## src/rtl/tri_vertex_feeder_pkg.sv

```systemverilog
// Shared types and constants for the triangle vertex feeder: FSM states,
// coordinate slot indices and default coordinate width.
package tri_vertex_feeder_pkg;

  typedef enum logic [1:0] {
    StCollect = 2'd0,
    StSettle  = 2'd1,
    StEmit    = 2'd2
  } state_e;

  localparam int IDX_W      = 4;
  localparam int CNT_W      = 4;
  localparam int NUM_COORDS = 9;
  localparam int COORD_W    = 16;

  localparam logic [IDX_W-1:0] IDX_AX   = 4'd0;
  localparam logic [IDX_W-1:0] IDX_AY   = 4'd1;
  localparam logic [IDX_W-1:0] IDX_AZ   = 4'd2;
  localparam logic [IDX_W-1:0] IDX_BX   = 4'd3;
  localparam logic [IDX_W-1:0] IDX_BY   = 4'd4;
  localparam logic [IDX_W-1:0] IDX_BZ   = 4'd5;
  localparam logic [IDX_W-1:0] IDX_CX   = 4'd6;
  localparam logic [IDX_W-1:0] IDX_CY   = 4'd7;
  localparam logic [IDX_W-1:0] IDX_CZ   = 4'd8;
  localparam logic [IDX_W-1:0] IDX_LAST = IDX_CZ;

endpackage

```

## src/rtl/tri_vertex_feeder.sv

```systemverilog
// Collects nine coordinate words into vertex registers, waits for the external
// shade datapath to settle, then presents the captured intensity with a tag.
module tri_vertex_feeder
  import tri_vertex_feeder_pkg::*;
#(
  parameter int WII        = 8,
  parameter int WIF        = 8,
  parameter int SETTLE_CYC = 2,
  parameter int ID_W       = 8
) (
  input  logic                 clk,
  input  logic                 rst_n,
  input  logic                 s_valid,
  output logic                 s_ready,
  input  logic [WII+WIF-1:0]   s_data,
  input  logic                 s_last,
  output logic [WII+WIF-1:0]   vax,
  output logic [WII+WIF-1:0]   vay,
  output logic [WII+WIF-1:0]   vaz,
  output logic [WII+WIF-1:0]   vbx,
  output logic [WII+WIF-1:0]   vby,
  output logic [WII+WIF-1:0]   vbz,
  output logic [WII+WIF-1:0]   vcx,
  output logic [WII+WIF-1:0]   vcy,
  output logic [WII+WIF-1:0]   vcz,
  input  logic [5:0]           shade_in,
  output logic                 m_valid,
  input  logic                 m_ready,
  output logic [5:0]           m_shade,
  output logic [ID_W-1:0]      m_id,
  output logic                 frame_err
);

  localparam int W = WII + WIF;
  localparam logic [CNT_W-1:0] SettleLoad = CNT_W'(SETTLE_CYC - 1);

  state_e           state;
  logic [IDX_W-1:0] idx;
  logic [CNT_W-1:0] cnt;
  logic [W-1:0]     vtx [NUM_COORDS];
  logic             fire;
  logic             framing_bad;

  assign fire        = s_valid && s_ready;
  assign framing_bad = s_last != (idx == IDX_LAST);

  always_ff @(posedge clk or negedge rst_n) begin
    if (!rst_n) begin
      state     <= StCollect;
      idx       <= '0;
      cnt       <= '0;
      s_ready   <= 1'b0;
      m_valid   <= 1'b0;
      m_shade   <= '0;
      m_id      <= '0;
      frame_err <= 1'b0;
      for (int i = 0; i < NUM_COORDS; i++) vtx[i] <= '0;
    end else begin
      frame_err <= 1'b0;
      case (state)
        StCollect: begin
          s_ready <= 1'b1;
          if (fire) begin
            if (framing_bad) begin
              // Discard the offending word and restart the triangle at ax.
              idx       <= '0;
              frame_err <= 1'b1;
            end else begin
              vtx[idx] <= s_data;
              if (s_last) begin
                state   <= StSettle;
                idx     <= '0;
                cnt     <= SettleLoad;
                s_ready <= 1'b0;
              end else begin
                idx <= idx + 1'b1;
              end
            end
          end
        end
        StSettle: begin
          if (cnt == '0) begin
            m_shade <= shade_in;
            state   <= StEmit;
          end else begin
            cnt <= cnt - 1'b1;
          end
        end
        StEmit: begin
          // m_valid rises one edge after capture; m_ready is ignored until then.
          if (m_valid && m_ready) begin
            m_valid <= 1'b0;
            m_id    <= m_id + 1'b1;
            state   <= StCollect;
            s_ready <= 1'b1;
          end else begin
            m_valid <= 1'b1;
          end
        end
        default: begin
          state   <= StCollect;
          s_ready <= 1'b0;
        end
      endcase
    end
  end

  assign vax = vtx[IDX_AX];
  assign vay = vtx[IDX_AY];
  assign vaz = vtx[IDX_AZ];
  assign vbx = vtx[IDX_BX];
  assign vby = vtx[IDX_BY];
  assign vbz = vtx[IDX_BZ];
  assign vcx = vtx[IDX_CX];
  assign vcy = vtx[IDX_CY];
  assign vcz = vtx[IDX_CZ];

endmodule

```

## config.mk

```make
export PLATFORM = sky130hd
export DESIGN_NAME = tri_vertex_feeder
export DESIGN_NICKNAME = d
export VERILOG_FILES = /design/src/rtl/tri_vertex_feeder_pkg.sv /design/src/rtl/tri_vertex_feeder.sv
export SDC_FILE = /design/constraint.sdc
export NUM_CORES = 1
export LEC_CHECK = 0
export BUFFER_PORTS_ARGS = -buffer_cell sky130_fd_sc_hd__buf_2
export CORE_ASPECT_RATIO = 1.5
export CORE_MARGIN = 2
export CORE_UTILIZATION = 40
export DETAILED_ROUTE_END_ITERATION = 10
export GPL_ROUTABILITY_DRIVEN = 0
export PLACE_DENSITY = 0.66
export SLEW_MARGIN = 15
export SYNTH_ARGS = -nofsm -noshare
export SYNTH_HDL_FRONTEND = slang
export SYNTH_SLANG_ARGS = --single-unit
```

## constraint.sdc

```tcl
create_clock -name clk -period 3.13 [get_ports clk]
set_input_delay 0.4695 -clock clk [delete_from_list [all_inputs] [get_ports clk]]
set_output_delay 0.4695 -clock clk [all_outputs]
set_load 0.02 [all_outputs]
```

# --- Word-level counts from Yosys, hierarchy flattened ---
# Index checks and enable logic that the tools add are counted.
totals:
  out_inout_bits: 161
  elab_cells: 73
  inputBits: 27
  register_bits: 171
classes:
  n_eq_ne: 10
  n_lt_le_gt_ge: 2
  muxes: 25
  n_addsub: 3
  n_bitwise: 3
  reduce_logical: 13
op_table:
  columns: ["operator", "n"]
  rows:
  - ["bitwise mux 144 bit", 1]
  - ["demux 16 bit (select 4 bit)", 1]
  - ["two-way mux 4 bit", 6]
  - ["two-way mux 16 bit", 1]
  - ["inequality test 2 bit (second input constant)", 6]
  - ["two-way mux 2 bit", 5]
  - ["AND reduction 5 bit", 2]
  - ["adder 8 x 1 -> 8 bit (second input constant)", 1]
  - ["two-way mux 1 bit", 8]
  - ["case mux 4 bit (2 select lines)", 1]
  - ["AND reduction 2 bit", 4]
  - ["case mux 2 bit (3 select lines)", 1]
  - [">= comparator 5 bit (second input constant)", 1]
  - ["< comparator 5 x 1 -> 1 bit (second input constant)", 1]
  - ["inverter 4 -> 5 bit", 1]
  - ["adder 4 x 1 -> 4 bit (second input constant)", 1]
  - ["== test 4 bit (second input constant)", 1]
  - ["zero test 4 bit", 1]
  - ["subtractor 4 x 1 -> 4 bit (second input constant)", 1]
  - ["logical AND 1 bit", 3]
  - ["case mux 1 bit (3 select lines)", 1]
  - ["AND reduction 3 bit", 1]
  - ["== test 2 x 1 -> 1 bit (second input constant)", 1]
  - ["== test 2 bit (second input constant)", 1]
  - ["other kinds (4)", 5]

# --- Depth between registers and ports, before layout ---
logic_depth:
  word_depth: 6
  mapped_depth: 11
  mapped_depth_nobuf: 8

# --- Worst setup path after synthesis ---
# No wires, ideal clock.
synth_timing:
  path_kind: "reg-to-reg"
  from: "register idx[0]"
  to: "register vtx (netlist bit vbz[10])"
  setup_ns: 0.125
  t_required_ns: 3.005
  arrival_time_ns: 2.388
  synth_period_minus_slack_ns: 2.513
  path_stages_with_launch: 12
  slack_ns: 0.617
  path_cell_list: "dfrtp_1 inv_1 ha_1 nand2_1 nor2_1 ha_1 buf_2 nor4b_4 and3_1 buf_6 buf_8 mux2_4"
synth_via:
  elab_chain_len: 6
synth_rtl:
  columns: ["element", "line", "source"]
  rows:
  - ["start: declaration", "tri_vertex_feeder.sv:38", "logic [IDX_W-1:0] idx;"]
  - ["start signal: assignment", "tri_vertex_feeder.sv:76", "idx <= idx + 1'b1;"]
  - ["inverter 4 -> 5 bit (not written as such)", "tri_vertex_feeder.sv:69", "vtx[idx] <= s_data;"]
  - [">= comparator 5 bit (not written as such) / < comparator 5 x 1 -> 1 bit (equally long branches)", "tri_vertex_feeder.sv:69", null]
  - ["logical AND 1 bit (not written as such)", "tri_vertex_feeder.sv:69", null]
  - ["two-way mux 16 bit (not written as such)", "tri_vertex_feeder.sv:69", null]
  - ["demux 16 bit (select 4 bit)", "tri_vertex_feeder.sv:69", null]
  - ["bitwise mux 144 bit", "tri_vertex_feeder.sv:69", null]
  - ["end signal: indexed assignment", "tri_vertex_feeder.sv:69", null]
  - ["end: declaration", "tri_vertex_feeder.sv:40", "logic [W-1:0] vtx [NUM_COORDS];"]
# Parallel ways exist; a longest one is shown, timed or not.
# A chain may end at the register's enable or synchronous reset.

# --- Worst setup path in the final report ---
layout_timing:
  from: "register idx[0]"
  to: "register vtx (netlist bit vcx[0])"
# The elaborated chain is that of the path after synthesis.

==> key figures <==
Synthesis
  • Synth top area share: 60.4%
  • Syn. warnings: 0
  • Asr flop ratio synth: 100%
  • Cells after Synth: 435
  • Most frequent cell after synthesis: dfrtp_1
  • Number of flops mapped to enable cells by yosys: 0
  • Cell variety after synth: 43
  • Synth Register Bits: 171
  • Sequential share of the synthesized area: 60.4%
  • Synth top area cells: dfrtp_1, mux2_2, mux2_4
  • Leading register cell type out of synthesis: dfrtp_1
  • Mapped Area: 7080 um2
  • Syn Nets: 470
  • Post-synth top cells: dfrtp_1, mux2_2, mux2_4
  • Syn_area_per_cell: 16.3 um2
  • Cell taking the most area after synthesis: dfrtp_1

CTS
  • CTS tree: done
  • H-tree levels: 4
  • Clk pin slew, worst setup/hold paths: 0.07 ns
  • Clk sinks: 171
  • CTS buffer count: 17
  • Worst-case clock buffer depth: 2
  • Buffer count from post-CTS setup fixing: 0
  • Root Driver: clkbuf_16
  • Cts repair resizes: 0
  • Hold-fix buffers, CTS: 0
  • Worst-Skew Late Latency: 0.42 ns

Route
  • DRC: 0
  • Vias per cell: 5.03
  • Overall routed net length: 16700 um
  • Initial DRC Count: 246
  • Post-route ant nets: 0
  • WL/cell: 19.4 um
  • Drt first pass iters: 4
  • Via Count: 4340

Die
  • Die width: 113 um
  • Core area: 17300 um2
  • Full die area: 18800 um2
  • Row count: 59
  • Starting Density: 40.8%
  • IO Pins: 188
  • DIE HEIGHT: 167 um

Timing
  • Sum of negative setup slack: 0 ns
  • Worst-margin pin slew: 0.677 ns
  • Fin Clk Skew: 0.0100 ns
  • Slew Viols, Final: 0
  • Fin crit period: 2.86 ns
  • Hold Violations, Final: 0
  • Max-Slew Margin vs Limit: 54.9%
  • Setup violations, final: 0
  • RSZ-0062 raised after global routing: false
  • Fmax achieved: 350 MHz
  • Setup ws final: 0.273 ns
  • Crit share post-route: 91.3%

Worst setup path
  • Reg2Reg Depth: 9
  • Worst reg2reg path endpoint: vcx[0]
  • Req. time, crit path: 3.43 ns
  • CP Data Arrival Time: 3.16 ns
  • Critical path launch point type: flip-flop
  • Crit end category: flip-flop
  • R2r setup slk: 0.27 ns
  • Crit-path max FO: 12
  • RR Startpoint: idx[0]
  • Critical path type: flip-flop to flip-flop

Global routing
  • Vias in the first global route: 4685
  • Largest net degree at the start of global routing: 73
  • Initial antenna violation count: 1
  • First-pass GRT wire length: 27100 um
  • GRT overflow: 0
  • GRT Util Overall: 18.6%

Layout
  • Area Growth Syn to Fin: 24.0%
  • Antenna cell count: 0
  • Final Core Density: 50.6%
  • Share of layout cells above drive strength 1: 60.4%
  • Final nets: 671

Placement
  • Pre-CTS setup slack: 0.262 ns
  • Number of port buffers: 187
  • DP HPWL: 11900 um

Power
  • P per Cell Area: 813 nW/um2
  • VDD IR max: 0.522 mV
  • Pleak: 4.81 nW

Run status
  • Status: finished clean

Run
  • Max-cap violations: 0

Hold path
  • HP Class: input port to async pin
==> area by class of cell <==
| class | instances | area [um2] |
|---|---|---|
| flip-flops and latches | 171 | 4280 |
| fillers | 1518 | 8570 |
| repair buffers | 200 | 1050 |
| well taps | 213 | 267 |
| clock inverters | 14 | 130 |
| clock buffers | 18 | 439 |
| multi-input cells | 238 | 2580 |
| inverters | 8 | 30.0 |
==> cell families after synthesis <==
group                      Yosys count  share of synthesized area, %
buffers and inverters               26                          3.13
muxes                              155                          27.3
AOI/OAI and AO/OA                   14                          1.22
and+or+nand+nor                     54                          5.66
xor gates and xnor gates             7                         0.866
adders and majority gates            8                          1.41
DFF                                171                          60.4
==> power breakdown <==
group	leakage (nW)	internal (mW)	switching, mW
logic	2.28	0.929	1.18
registers	2.27	2.70	0.319
clock network	0.260	1.07	0.935
==> worst max-delay path, stage by stage (launching register included) <==
cell,delay [ns]
dfrtp_1,0.45
inv_1,0.13
ha_1,0.30
nand2_1,0.08
nor2_1,0.14
ha_1,0.39
nor4b_4,0.39
and3_1,0.22
buf_4,0.27
mux2_2,0.37
==> through the flow <==
step,hold slack (ns),total power [mW],cell area [um2],cells
after floorplan,0.174,4.42,7080,435
after global placement,0.456,5.10,8210,830
after detailed placement,0.470,5.19,8210,830
after CTS,0.0793,7.22,8780,862
after global routing,0.113,7.50,8780,862
final,0.0650,7.13,8780,862
==> layout by cell type, fill, tap and decap left out, drive strengths merged <==
| cell type | count |
|---|---|
| xnor2 | 2 |
| a2bb2oi | 1 |
| nor3 | 4 |
| and4bb | 1 |
| nand2b | 1 |
| nand2 | 10 |
| xor2 | 5 |
| clkinvlp | 6 |
| nand4 | 1 |
| or2b | 1 |
| a21oi | 1 |
| clkinv | 2 |
| nand3 | 10 |
| nor4 | 2 |
| inv | 14 |
| ha | 8 |
| mux2i | 2 |
| nand4b | 3 |
| dfrtp | 171 |
| o21a | 1 |
| o21ai | 7 |
| a311oi | 1 |
| o31ai | 1 |
| nor2 | 7 |
| a211oi | 1 |
| and2 | 1 |
| nor4b | 1 |
| nand4bb | 1 |
| nor3b | 1 |
| nor2b | 2 |
| and3b | 1 |
| o22ai | 1 |
| and2b | 2 |
| mux2 | 153 |
| and3 | 4 |
| clkbuf | 18 |
| buf | 200 |
| or3b | 1 |
==> sequential cells by signal, indices dropped and copies added (netlist names), 6 cells and up <==
| name | cells |
|---|---|
| vax | 16 |
| vay | 16 |
| m_id | 8 |
| vcz | 16 |
| vaz | 16 |
| vby | 16 |
| m_shade | 6 |
| vbz | 16 |
| vcy | 16 |
| vbx | 16 |
| vcx | 16 |
==> metal layers <==
metal / up-vias / track usage (%) / wire, um / share of wire, %
met1: 2212 / 23.5 / 7030 / 42
met2: 166 / 31.5 / 8450 / 51
met5: - / 0 / 0 / 0
met4: 0 / 6.10 / 234 / 1.4
met3: 16 / 4.51 / 990 / 5.9
li1: 1946 / - / - / -
==> how the worst max path moves through the flow <==
stage	start	endpoint	cells after the start
after floorplan	idx[0]	vbz[10]	11
after global placement	idx[0]	vbx[14]	8
after detailed placement	idx[0]	vbx[11]	8
after CTS	idx[0]	vbx[7]	8
after global routing	idx[0]	vbx[7]	8
final	idx[0]	vcx[0]	9
Power figures use the tool's default switching activity.
